<file path="src/rtl/hash_seq_ctrl.sv">
// hash_seq_ctrl: sequences seed load, XOF/PRF absorb streams and squeeze routing
// between the Keccak core and NCH sampler channels.
module hash_seq_ctrl #(
  parameter int W          = 64,
  parameter int SEED_WORDS = 4,
  parameter int NCH        = 2,
  parameter int SAMPLE_W   = 48,
  parameter int ADDR_W     = 6,
  parameter int CW         = (NCH > 1) ? $clog2(NCH) : 1
) (
  input  logic                     clk,
  input  logic                     rst,
  input  logic                     start_calc,
  input  logic [1:0]               mode,
  input  logic [CW-1:0]            chan,
  input  logic [7:0]               i,
  input  logic [7:0]               j,
  input  logic [W-1:0]             in,
  input  logic                     in_valid,
  input  logic                     is_last,
  output logic                     in_ack,
  output logic [W-1:0]             k_in,
  output logic                     k_in_valid,
  output logic                     k_is_last,
  output logic [3:0]               k_last_bytes,
  input  logic                     k_ack,
  input  logic [W-1:0]             k_out,
  input  logic                     k_out_valid,
  output logic                     k_gimme,
  output logic [NCH-1:0]           s_in_valid,
  input  logic [NCH-1:0]           s_gimme,
  input  logic [NCH-1:0]           s_done,
  input  logic [NCH-1:0]           s_finish,
  input  logic [NCH*SAMPLE_W-1:0]  s_out,
  input  logic [NCH*ADDR_W-1:0]    s_addr,
  output logic [SAMPLE_W-1:0]      out_sample,
  output logic                     out_sample_valid,
  output logic [ADDR_W-1:0]        SRAM_address,
  output logic                     seed_ready,
  output logic                     busy,
  output logic                     err
);
  localparam int SW2 = 2 * SEED_WORDS;
  localparam int PW  = $clog2(SW2);
  localparam int AW  = $clog2(SEED_WORDS + 1);
  typedef enum logic [2:0] {IDLE, PASS, LOAD, ABSORB, SQUEEZE} state_t;
  state_t          r_state;
  logic [1:0]      r_mode;
  logic [CW-1:0]   r_chan;
  logic [7:0]      r_i, r_j;
  logic [W-1:0]    r_seed [SW2];
  logic [PW-1:0]   r_ptr;
  logic [AW-1:0]   r_wptr;
  logic            r_seed_ready, r_err;
  logic            w_ext, w_ab, w_sq, w_nonce, w_reject;
  logic [PW-1:0]   w_sidx;
  logic [W-1:0]    w_nonce_word;
  assign w_ext        = r_state == PASS || r_state == LOAD;
  assign w_ab         = r_state == ABSORB;
  assign w_sq         = r_state == SQUEEZE;
  assign w_nonce      = w_ab && r_wptr == AW'(SEED_WORDS);
  // mode 3 reads the sigma half; the index is unused on the nonce word
  assign w_sidx       = PW'(r_wptr) + (r_mode[0] ? PW'(SEED_WORDS) : PW'(0));
  assign w_nonce_word = r_mode[0] ? W'(r_i) : W'({r_j, r_i});
  assign w_reject     = start_calc && (r_state != IDLE || (mode[1] && !r_seed_ready));
  assign busy             = r_state != IDLE;
  assign seed_ready       = r_seed_ready;
  assign err              = r_err;
  assign in_ack           = w_ext && k_ack;
  assign k_in             = w_ext ? in : w_nonce ? w_nonce_word : w_ab ? r_seed[w_sidx] : '0;
  assign k_in_valid       = w_ext ? in_valid : w_ab;
  assign k_is_last        = w_ext ? is_last : w_nonce;
  assign k_last_bytes     = w_nonce ? (r_mode[0] ? 4'd1 : 4'd2) : 4'd8;
  assign k_gimme          = r_state == LOAD || (w_sq && s_gimme[r_chan]);
  assign s_in_valid       = (w_sq && k_out_valid) ? NCH'(1) << r_chan : '0;
  assign out_sample       = w_sq ? s_out[r_chan*SAMPLE_W +: SAMPLE_W] : '0;
  assign out_sample_valid = w_sq && s_done[r_chan];
  assign SRAM_address     = w_sq ? s_addr[r_chan*ADDR_W +: ADDR_W] : '0;
  always_ff @(posedge clk or posedge rst)
    if (rst) begin
      r_state      <= IDLE;
      r_mode       <= '0;
      r_chan       <= '0;
      r_i          <= '0;
      r_j          <= '0;
      r_ptr        <= '0;
      r_wptr       <= '0;
      r_seed_ready <= 1'b0;
      r_err        <= 1'b0;
      for (int k = 0; k < SW2; k++) r_seed[k] <= '0;
    end else begin
      r_err <= w_reject;
      case (r_state)
        IDLE: if (start_calc) begin
          r_mode <= mode;
          r_chan <= chan;
          r_i    <= i;
          r_j    <= j;
          if (mode == 2'd0) r_state <= PASS;
          else if (mode == 2'd1) begin
            r_state      <= LOAD;
            r_ptr        <= '0;
            r_seed_ready <= 1'b0;
          end else if (r_seed_ready) begin
            r_state <= ABSORB;
            r_wptr  <= '0;
          end
        end
        PASS: if (in_valid && is_last && k_ack) r_state <= IDLE;
        LOAD: if (k_out_valid) begin
          r_seed[r_ptr] <= k_out;
          r_ptr         <= r_ptr + 1'b1;
          if (r_ptr == PW'(SW2 - 1)) begin
            r_seed_ready <= 1'b1;
            r_state      <= IDLE;
          end
        end
        ABSORB: if (k_ack) begin
          if (w_nonce) r_state <= SQUEEZE;
          else r_wptr <= r_wptr + 1'b1;
        end
        SQUEEZE: if (s_finish[r_chan]) r_state <= IDLE;
        default: r_state <= IDLE;
      endcase
    end
endmodule

</file>
<file path="config.mk">
export PLATFORM = sky130hd
export DESIGN_NAME = hash_seq_ctrl
export DESIGN_NICKNAME = d
export VERILOG_FILES = /design/src/rtl/hash_seq_ctrl.sv
export SDC_FILE = /design/constraint.sdc
export NUM_CORES = 1
export LEC_CHECK = 0
export ABC_CLOCK_PERIOD_IN_PS = 22100
export CORE_MARGIN = 5
export CORE_UTILIZATION = 25
export DETAILED_ROUTE_END_ITERATION = 12
export PLACE_DENSITY = 0.41
export SLEW_MARGIN = 20
export SYNTH_ARGS = -nofsm -noshare
export SYNTH_HDL_FRONTEND = slang
export SYNTH_SLANG_ARGS = --single-unit
</file>
<file path="constraint.sdc">
create_clock -name clk -period 22.1 [get_ports clk]
set_clock_uncertainty 0.2 [all_clocks]
set_input_delay 4.42 -clock clk [delete_from_list [all_inputs] [get_ports clk]]
set_output_delay 4.42 -clock clk [all_outputs]
set_load 0.05 [all_outputs]
</file>
[Word-level counts from Yosys, hierarchy flattened]
Index checks and enable logic that the tools add are counted.
Storage, ports and cells
  bits in registers: 541
Cells by class
  $add $sub $neg: 3
  multiply operators: 2
  magnitude comparators: 4
  eq/ne operators: 20
  shifts and indexed selects: 3
  multiplexer cells: 53
  bitwise gates (word level): 2
  reductions and logical operators: 25
Operators with widths (number)
  512-bit bitwise mux: 1
  64-bit two-way mux: 6
  64-bit binary-select mux with 3-bit select: 1
  64-bit demux with 3-bit select: 1
  96-bit by 8-bit indexed part select with 48-bit output: 1
  3-bit two-way mux: 21
  48-bit two-way mux: 1
  16-bit two-way mux: 1
  2-bit != test, second input constant: 8
  3-bit case mux with 5 select lines: 1
  1-bit two-way mux: 13
  3-bit case mux with 2 select lines: 2
  12-bit by 5-bit indexed part select with 6-bit output: 1
  1-bit logical AND: 10
  3-bit equality test, second input constant: 3
  4-bit greater-or-equal comparator, second input constant: 2
  2-bit by 1-bit != test with 1-bit output, second input constant: 4
  3-bit NOT with 4-bit output: 2
  8-bit AND reduction: 1
  7-bit AND reduction: 1
  3-bit by 1-bit adder with 3-bit output, second input constant: 2
  3-bit by 2-bit equality test with 1-bit output, second input constant: 2
  1-bit by 2-bit multiplier with 3-bit output, second input constant: 2
  6-bit two-way mux: 1
  other kinds (19): 24

[Logic depth before layout (Yosys ltp)]
  depth in word-level cells: 9
  depth in mapped cells: 12
  mapped depth without buffers: 6

[Worst setup path after synthesis]
OpenSTA, ideal clock, no wires.
  path kind: input -> output
  from: input s_gimme[1]
  to: output k_gimme
  data arrival time: 5362 ps
  path slack: 12118 ps
  stages on the path: 4
  cell sequence: mux2_2 -> and3_1 -> nor2_1 -> nor2_1
Between the ends
  longest elaborated chain between the ends: 4
RTL lines
  start: declaration: line 31  | input logic [NCH-1:0] s_gimme,
  1-bit two-way mux (not written as such) (2 in a row): line 74  | assign k_gimme = r_state == LOAD || (w_sq && s_gimme[r_chan]);
  1-bit logical AND: line 74
  1-bit logical OR: line 74
  end: declaration: line 29  | output logic k_gimme,
No other way between the ends. The select of a mux whose other input is x is not followed.

[Worst setup path after layout]
  from: input s_gimme[0]
  to: output k_gimme
The elaborated chain is that of the path after synthesis.

==> key figures <==
Run status
  – Status: finished, final reports clean

Synth
  – Post-synth ARST share: 100%
  – Number of synthesized flops with an enable pin: 0
  – Adder-cell share of the synthesized area: 0.193%
  – Register area share after synthesis: 52.2%
  – Synth Net Count: 2,055
  – Cell count after synthesis: 1,783
  – Synth Cell Area: 26,000 um^2
  – Post-synthesis simple-gate area fraction: 3.89%
  – Main synth FF type: dfrtp_1
  – Post-synthesis mux area share: 37.9%
  – Synth top area share: 52.2%
  – Compound-Gate Fraction of Synth Area: 2.47%
  – Synth Area in XOR/XNOR: 0.130%
  – Syn Area/Cell: 14.6 um^2
  – Yosys reg bits: 541
  – Most area-hungry cell type in the Yosys netlist: dfrtp_1
  – Leading post-synthesis cells by cell area: dfrtp_1, mux2_2, mux4_2, mux2i_1, nand2_1
  – Synthesis Warnings: 0
  – Largest family of logic cells by synthesized area: multiplexers
  – Yosys cell types: 49

GRT
  – First-pass GRT wire length: 124,000 um
  – Vias in the first global route: 18,359
  – GRT Overall Usage: 14.7%
  – Initial antenna violation count: 15
  – Largest net degree at the start of global routing: 176
  – GR Overflow Total: 0

Route
  – DR vias: 16,553
  – Remaining antenna violation count: 0
  – DR WL/cell: 23.0 um
  – First-pass detailed-route iteration total: 6
  – DR DRC count: 0
  – Vias/cell: 4.62
  – Detailed Route Iter0 Violations: 534
  – Routed WL: 82,400 um

Clock tree
  – Clk_lat worst skew: 0.59 ns
  – Clock transition at path regs: 0.05 ns
  – Post_cts resized: 0
  – CTS Sinks: 541
  – TritonCTS buffer count: 68
  – Root buf cell: clkbuf_16
  – Clk buf depth: 3
  – Post-CTS Setup Repair Bufs: 0
  – # H-tree levels: 3
  – CTS tree: yes
  – Hold Buf Count CTS: 0

Critical path
  – FF-to-FF End: r_seed[254]$_DFFE_PP0P_
  – Crit path cell chain: clkdlybuf4s50_1 -> mux2_2 -> and3_1 -> nor2_1 -> nor2_1 -> clkdlybuf4s50_1
  – CP Class: primary input to output pin
  – Slowest-stage cell, CP: clkdlybuf4s50_1
  – R2R setup slack: 18.30 ns
  – Worst path required time: 17.48 ns
  – CP arrival: 6.33 ns
  – Startpoint types: primary input
  – Delay of the slowest critical-path stage: 0.85 ns
  – Worst Setup SP: s_gimme[0]
  – CP Capture Type: output pin
  – Crit Path Max Fanout: 1
  – Reg-to-Reg Start: r_state[2]$_DFFE_PP0P_
  – Worst reg-to-reg path cell count: 6

Job
  – Max-Cap Viols: 0

STA
  – Post-layout minimum cycle time: 10.95 ns
  – Setup ws final: 11.15 ns
  – Fmax: 0.0913 GHz
  – Unrepaired setup endpoints after global routing: false
  – Final Cycle Share: 49.6%
  – Final hold vios: 0
  – Post-Route Setup TNS: 0 ns
  – Worst Tran Pin Value: 1.02 ns
  – Hold slack: 0.285 ns
  – Slew HR: 32.1%
  – Final setup vio count: 0
  – Count of final max-slew check failures: 0

Finish
  – Fill cells: 10,224
  – Nets: 2,426
  – Most frequent cells in the layout: dfrtp_1, mux2_2, clkdlybuf4s50_1
  – Share of layout cells above drive strength 1: 36.1%
  – Layout area overhead: 28.6%
  – Final non-filler cell total: 3,581
  – Cell area after layout: 33,400 um^2
  – Leading cell type in the layout, fill and taps excluded: dfrtp_1
  – Final Core Density: 32.3%

Placement
  – Cell Area, Placed: 31,200 um^2
  – Pre-CTS setup slack: 11.12 ns
  – DP HPWL: 50,200 um
  – Port buffer count: 398
  – RD Place Congestion: 0.861
  – Placed insts: 3,461

Floorplanning
  – Core area: 103,000 um^2
  – Die outline width: 332 um
  – Ports: 400
  – Initial Utilization: 25.1%
  – Die Area: 110,000 um^2
  – Site row count: 118
  – Die height: 332 um

Pwr
  – Pwr dens: 146 nW/um^2
  – Pleak: 14.1 nW
  – Maximum vdd ir drop: 0.000108 V
  – Power, Total: 4.89 mW

Min path
  – WHS Endpoint: r_seed[469]$_DFFE_PP0P_
  – HP Start: r_seed[469]$_DFFE_PP0P_
  – Worst Hold Class: register to register
  – Hold path cells: 1
[worst max-delay path: cells and delay by family]
kind	cells	cell delay [ns]
buffers and inverters	2	1.37
and+or+nand+nor	3	0.36
muxes	1	0.17
[power by group]
| group | switching, mW | total [mW] | internal [mW] |
|---|---|---|---|
| Sequential | 0.274 | 1.72 | 1.44 |
| Combinational | 1.08 | 2.10 | 1.02 |
| Clock | 0.434 | 1.07 | 0.636 |
| Total | 1.79 | 4.89 | 3.10 |
[cell usage after synthesis, types with 5 or more instances]
master	instances
mux2_1	5
buf_2	37
o21ai_0	61
inv_1	6
nand3b_1	5
a21oi_1	8
buf_1	5
mux2_2	527
buf_6	30
a22oi_1	8
a221o_1	8
mux4_2	112
mux2i_1	131
dfrtp_1	541
nand2_1	94
nand3_1	27
buf_4	20
a32o_1	8
clkbuf_1	36
nor2_1	66
[registers in the layout (all words and copies together), names as in the netlist]
name        count
r_mode          1
r_chan          1
r_j             8
seed_ready      1
r_state         3
err             1
r_i             8
r_ptr           3
r_wptr          3
r_seed        512
[area by class of cell]
class	count	area (um^2)	share of cell area [%]
Timing Repair Buffer	430	4300	12.9
Antenna cell	5	12.5	0.0375
Inverter	6	30.0	0.0900
Tap cell	1380	1730	5.17
Clock inverter	17	151	0.454
Sequential cell	541	13500	40.6
Multi-Input combinational cell	1107	11600	34.8
Clock buffer	95	1980	5.94
[routing by layer]
layer	vias up	wire, um	global-route usage [%]	part of all wire [%]
li1	7312	-	-	-
met1	8704	36000	19.0	44
met2	409	39800	24.9	48
met3	116	4290	3.37	5.2
met4	12	2220	4.01	2.7
met5	-	79	0	0.096
[logic make-up after synthesis]
family | Yosys count
other | 1
adder cells (fa/ha/maj) | 4
multiplexers | 775
XOR/XNOR | 3
AO/OA/AOI/OAI | 102
flip-flops | 541
buffers and inverters | 135
AND/OR/NAND/NOR | 222
[worst max path at each step]
stage,to,slack [ns],cells after the start
6_report,k_gimme,11.15,6
2_1_floorplan,err$_DFF_PP0_,2.36,1
5_1_grt,k_gimme,11.11,6
3_5_place_dp,k_gimme,11.12,6
3_3_place_gp,k_gimme,11.12,6
4_1_cts,k_gimme,11.11,6
Note: power is estimated with default switching activity, not from simulation.
